[src/rtl/kronos_mem_pkg.sv]
// Shared definitions for the Kronos memory adapter.
//   state_e        : adapter FSM states (IDLE, REQ, WAIT, RESP)
//   expand_mask()  : byte enables -> bit strobes (each mask bit replicated 8x)
//   MaxMemLatency  : upper bound of the MemLatency parameter
package kronos_mem_pkg;

    localparam int MaxMemLatency = 16;
    // Widest data bus the strobe helper supports; callers cast down to DataW.
    localparam int MaxDataW      = 256;
    localparam int MaxMaskW      = MaxDataW / 8;

    typedef enum logic [1:0] {
        IDLE = 2'd0,
        REQ  = 2'd1,
        WAIT = 2'd2,
        RESP = 2'd3
    } state_e;

    function automatic logic [MaxDataW-1:0] expand_mask(input logic [MaxMaskW-1:0] mask);
        logic [MaxDataW-1:0] strb;
        strb = '0;
        for (int i = 0; i < MaxMaskW; i++) begin
            strb[8*i +: 8] = {8{mask[i]}};
        end
        return strb;
    endfunction

endpackage

[src/rtl/kronos_mem_adapter.sv]
// Bridge from a Kronos core memory port (req held until ack) to an SRAM-style
// port (req/gnt, fixed read latency MemLatency), with optional grant timeout.
// Ports:
//   clk_i, rst_ni                      clock, async active-low reset
//   core_req_i/addr_i/wdata_i/mask_i/we_i  core request (sampled in IDLE only)
//   core_ack_o/rdata_o/err_o           one-cycle completion, data, timeout flag
//   mem_req_o/gnt_i                    memory handshake
//   mem_addr_o/wdata_o/strb_o/we_o     registered memory command
//   mem_rdata_i                        memory read data, valid MemLatency cycles after grant
//   busy_o                             transaction in progress
module kronos_mem_adapter
    import kronos_mem_pkg::*;
#(
    parameter int AddrW         = 20,
    parameter int DataW         = 32,
    parameter int MemLatency    = 1,
    parameter int TimeoutCycles = 0
) (
    input  logic               clk_i,
    input  logic               rst_ni,
    input  logic               core_req_i,
    input  logic [31:0]        core_addr_i,
    input  logic [DataW-1:0]   core_wdata_i,
    input  logic [DataW/8-1:0] core_mask_i,
    input  logic               core_we_i,
    output logic               core_ack_o,
    output logic [DataW-1:0]   core_rdata_o,
    output logic               core_err_o,
    output logic               mem_req_o,
    input  logic               mem_gnt_i,
    output logic [AddrW-1:0]   mem_addr_o,
    output logic [DataW-1:0]   mem_wdata_o,
    output logic [DataW-1:0]   mem_strb_o,
    output logic               mem_we_o,
    input  logic [DataW-1:0]   mem_rdata_i,
    output logic               busy_o
);

    localparam int LatW = $clog2(MaxMemLatency);
    localparam int ToW  = (TimeoutCycles > 0) ? $clog2(TimeoutCycles + 1) : 1;
    localparam logic [LatW-1:0] LatLoad = LatW'(MemLatency - 1);
    localparam logic [ToW-1:0]  ToLast  = ToW'((TimeoutCycles > 0) ? TimeoutCycles - 1 : 0);

    state_e              state_r;
    logic [LatW-1:0]     lat_cnt_r;
    logic [ToW-1:0]      to_cnt_r;
    logic                err_r;
    logic                ack_r;
    logic                req_r;
    logic                busy_r;
    logic [DataW-1:0]    rdata_r;
    logic [AddrW-1:0]    addr_r;
    logic [DataW-1:0]    wdata_r;
    logic [DataW-1:0]    strb_r;
    logic                we_r;
    logic [MaxMaskW-1:0] mask_ext_s;

    // Widen the byte mask to the package helper's fixed argument width.
    always_comb begin
        mask_ext_s                = '0;
        mask_ext_s[DataW/8-1:0]   = core_mask_i;
    end

    // Adapter FSM; every output is a register updated alongside the state.
    always_ff @(posedge clk_i or negedge rst_ni) begin
        if (!rst_ni) begin
            state_r   <= IDLE;
            lat_cnt_r <= '0;
            to_cnt_r  <= '0;
            err_r     <= 1'b0;
            ack_r     <= 1'b0;
            req_r     <= 1'b0;
            busy_r    <= 1'b0;
            rdata_r   <= '0;
            addr_r    <= '0;
            wdata_r   <= '0;
            strb_r    <= '0;
            we_r      <= 1'b0;
        end else begin
            case (state_r)
                IDLE: begin
                    if (core_req_i) begin
                        addr_r   <= AddrW'(core_addr_i);
                        wdata_r  <= core_wdata_i;
                        strb_r   <= DataW'(expand_mask(mask_ext_s));
                        we_r     <= core_we_i;
                        to_cnt_r <= '0;
                        req_r    <= 1'b1;
                        busy_r   <= 1'b1;
                        state_r  <= REQ;
                    end
                end
                REQ: begin
                    // A grant in the timeout cycle takes priority over the error.
                    if (mem_gnt_i) begin
                        lat_cnt_r <= LatLoad;
                        req_r     <= 1'b0;
                        state_r   <= WAIT;
                    end else if (TimeoutCycles != 0) begin
                        if (to_cnt_r == ToLast) begin
                            err_r   <= 1'b1;
                            rdata_r <= '0;
                            req_r   <= 1'b0;
                            ack_r   <= 1'b1;
                            state_r <= RESP;
                        end else begin
                            to_cnt_r <= to_cnt_r + ToW'(1);
                        end
                    end
                end
                WAIT: begin
                    if (lat_cnt_r == '0) begin
                        if (!we_r) begin
                            rdata_r <= mem_rdata_i;
                        end
                        err_r   <= 1'b0;
                        ack_r   <= 1'b1;
                        state_r <= RESP;
                    end else begin
                        lat_cnt_r <= lat_cnt_r - LatW'(1);
                    end
                end
                RESP: begin
                    // err is only meaningful alongside ack, so drop it with ack.
                    ack_r   <= 1'b0;
                    err_r   <= 1'b0;
                    busy_r  <= 1'b0;
                    state_r <= IDLE;
                end
                default: begin
                    ack_r   <= 1'b0;
                    err_r   <= 1'b0;
                    req_r   <= 1'b0;
                    busy_r  <= 1'b0;
                    state_r <= IDLE;
                end
            endcase
        end
    end

    assign core_ack_o   = ack_r;
    assign core_err_o   = err_r;
    assign core_rdata_o = rdata_r;
    assign mem_req_o    = req_r;
    assign mem_addr_o   = addr_r;
    assign mem_wdata_o  = wdata_r;
    assign mem_strb_o   = strb_r;
    assign mem_we_o     = we_r;
    assign busy_o       = busy_r;

endmodule

[config.mk]
export PLATFORM = sky130hd
export DESIGN_NAME = kronos_mem_adapter
export DESIGN_NICKNAME = d
export VERILOG_FILES = /design/src/rtl/kronos_mem_pkg.sv /design/src/rtl/kronos_mem_adapter.sv
export SDC_FILE = /design/constraint.sdc
export NUM_CORES = 1
export LEC_CHECK = 0
export BUFFER_PORTS_ARGS = -buffer_cell sky130_fd_sc_hd__buf_2
export CORE_MARGIN = 8
export CORE_UTILIZATION = 40
export DETAILED_ROUTE_END_ITERATION = 8
export PLACE_DENSITY_LB_ADDON = 0.08
export SYNTH_ARGS = -nofsm -noshare
export SYNTH_HDL_FRONTEND = slang
export SYNTH_SLANG_ARGS = --single-unit
[constraint.sdc]
create_clock -name clk_i -period 1.83 [get_ports clk_i]
set_input_delay 0.366 -clock clk_i [delete_from_list [all_inputs] [get_ports clk_i]]
set_output_delay 0.366 -clock clk_i [all_outputs]
set_load 0.03 [all_outputs]
==> results.json <==
{
  "outcome": "finished with violations",
  "violations": "setup timing",
  "finalCriticalPeriod_ns": 1.93,
  "crit_path_cell_trace": "inv_2, ha_4, or3b_4, nor3_4, buf_6, clkbuf_16, mux2_4",
  "grt_pass1_wl_um": 17800,
  "hold_viol": 0,
  "async_flop_share": 1.00,
  "slew_violations": 0,
  "vias_per_cell": 4.69,
  "maxCapViolCount": 0,
  "port-buffer-count": 212,
  "dr.pass1.iters": 4,
  "cp.arrival_ns": 2.18,
  "clkLatencyLatePin_ns": 0.36,
  "layout_setup_ws_ns": -0.102,
  "ys_seq_area_frac": 0.594,
  "yosysWarnings": 0,
  "regToRegSetupSlack_ns": -0.10,
  "crit_buf_inv": 3,
  "drc_errors": 0,
  "antenna_found_initial": 0,
  "netlist_area_sq_um": 4130,
  "synth_cell_type_count": 32,
  "worstPathMaxFanout": 8,
  "grt_pass1_vias": 3429,
  "tightest_slew_ns": 0.580,
  "hold_path.class": "in2reg",
  "max-slew-margin-rel": 0.613,
  "crit_path_end_kind": "flip-flop",
  "hpwlAfterDp_um": 8040,
  "grt_start_max_net_pins": 40,
  "rows": 37,
  "final_common_cell": "buf_2",
  "reg2reg_from": "lat_cnt_r[1]",
  "ioPinCount": 226,
  "period_share": 1.06,
  "final_cell_mix": "211 x buf_2, 98 x dfrtp_1, 57 x mux2_2",
  "critPathKind": "reg2reg",
  "dieArea_sq_um": 13800,
  "synth-main-ff-cell": "dfrtp_1",
  "ys_seq_elements": 98,
  "drive_gt1_frac": 0.710,
  "synth-edff-count": 0,
  "vias": 2999,
  "avgSynthCellArea_sq_um": 14.6,
  "p_per_area_nw_per_um2": 2180,
  "rr_worst_depth": 7,
  "setup_viol": 34,
  "antenna_cells": 0,
  "cp-start-kind": "flip-flop",
  "rsz0062_at_grt": "true",
  "drt-wirelength-per-cell_um": 17.3,
  "drtAntennaViolNets": 0,
  "die-height_um": 118,
  "syn_to_final_growth_pct": 40.5,
  "finalInstanceArea_sq_um": 5800,
  "die_w_um": 118,
  "final_nets": 609,
  "drt_iter0_markers": 84,
  "syn_nets": 394,
  "grt.total_usage": 0.159,
  "postLayoutCoreUtil": 0.570,
  "holdCritStartpoint": "core_wdata_i[28]",
  "overflow": 0,
  "cts_buffers": 9,
  "dpl-instance-area_sq_um": 5290,
  "crit_family": "simple AND/OR/NAND/NOR gates",
  "holdPathEnd": "mem_wdata_o[28]",
  "hold_depth": 2,
  "clkSinkCount": 98,
  "max_stage_delay_ns": 0.40,
  "clockRootBuffer": "clkbuf_8",
  "synth_cells": 283,
  "start_util": 0.406,
  "htree_levels": 3,
  "gp_routability_congestion": 0.740,
  "ir_worst_vdd_mv": 0.937,
  "core_sq_um": 10200,
  "worstPathRequired_ns": 2.08,
  "wl_um": 11100,
  "path_clk_slew_ns": 0.09,
  "fmax_mhz": 518,
  "p_leak_nw": 2.96,
  "r2r-end": "core_rdata_o[17]",
  "crit_slowest_cell": "dfrtp_1",
  "max-clock-path-buffers": 2,
  "fin_worst_skew_ns": 0.00477,
  "cts_tree": "yes"
}
## cells by family after synthesis
family | count (synthesis) | synth area share
adders and majority gates | 6 | 0.0182
DFF | 98 | 0.594
and+or+nand+nor | 21 | 0.0342
buffers and inverters | 46 | 0.0748
other | 1 | 0.000908
AOI/OAI and AO/OA | 20 | 0.0306
muxes | 91 | 0.248
## synthesized netlist by cell type (2+ instances only)
cell type	number	area (sq um)
a21oi_1	5	25.0
buf_2	4	20.0
buf_4	29	218
buf_6	3	33.8
clkbuf_1	4	15.0
dfrtp_1	98	2450
ha_1	6	75.1
inv_1	6	22.5
mux2_1	7	78.8
mux2_2	83	935
nand2_1	2	7.51
nand2b_1	2	12.5
nand3_1	2	10.0
nor2_1	2	7.51
nor2b_1	4	25.0
nor3b_1	3	22.5
o21ai_0	8	40.0
## how the worst max path moves through the flow
stage / from / to / slack (ns) / depth (start not counted)
finish: lat_cnt_r[1] / core_rdata_o[17] / -0.10 / 7
CTS: lat_cnt_r[0] / core_rdata_o[29] / -0.15 / 7
floorplan: lat_cnt_r[0] / core_rdata_o[13] / -0.20 / 7
global route: lat_cnt_r[0] / core_rdata_o[17] / -0.17 / 7
detailed placement: lat_cnt_r[0] / core_rdata_o[18] / -0.16 / 6
global placement: lat_cnt_r[0] / core_rdata_o[3] / -0.11 / 6
## power breakdown
part / leakage [nW] / switching, mW / internal, mW
clock: 0.0960 / 0.742 / 0.611
sequential: 1.17 / 0.596 / 3.26
combinational: 1.69 / 4.51 / 2.91
total: 2.96 / 5.84 / 6.78
## cell type report
class / instances / area (sq um)
clock buffers: 13 / 169
inverters: 6 / 22.5
well taps: 136 / 170
repair buffers: 244 / 1430
flip-flops and latches: 98 / 2450
clock inverters: 3 / 21.3
multi-input cells: 139 / 1540
fillers: 922 / 4380
## metrics by stage
stage                     power [mW]  hold slack, ns  instances  worst slack, ns  setup TNS (ns)
after global placement          10.6           0.323        611           -0.106           -3.27
after CTS                       12.5           0.198        636           -0.148           -4.12
final                           12.6           0.229        639           -0.102           -2.56
after floorplan                 8.90          0.0704        283           -0.200           -6.15
after detailed placement        10.7           0.324        611           -0.157           -4.64
after global routing            13.4           0.213        639           -0.172           -4.59
## registers in the layout (all words and copies together), names as in the netlist
signal / flops
mem_addr_o: 20
mem_strb_o: 4
mem_we_o: 1
mem_wdata_o: 32
core_ack_o: 1
busy_o: 1
state_r: 2
mem_req_o: 1
lat_cnt_r: 4
core_rdata_o: 32
## what timing repair did
item,in CTS,in global routing
buffers inserted,6,2
endpoints found under the hold margin,27,0
gates resized for setup,29,18
hold buffers,1,0
cloned,2,1
endpoints found under the setup margin,33,36
pin swaps,3,2
## routing by layer
layer,global-route usage,vias up,part of all wire
met1,0.169,1475,0.38
met4,0.0657,0,0.012
met2,0.264,135,0.49
met3,0.0796,9,0.12
li1,-,1380,-
met5,0,-,0
No activity file was read; power rests on OpenSTA's default activity.
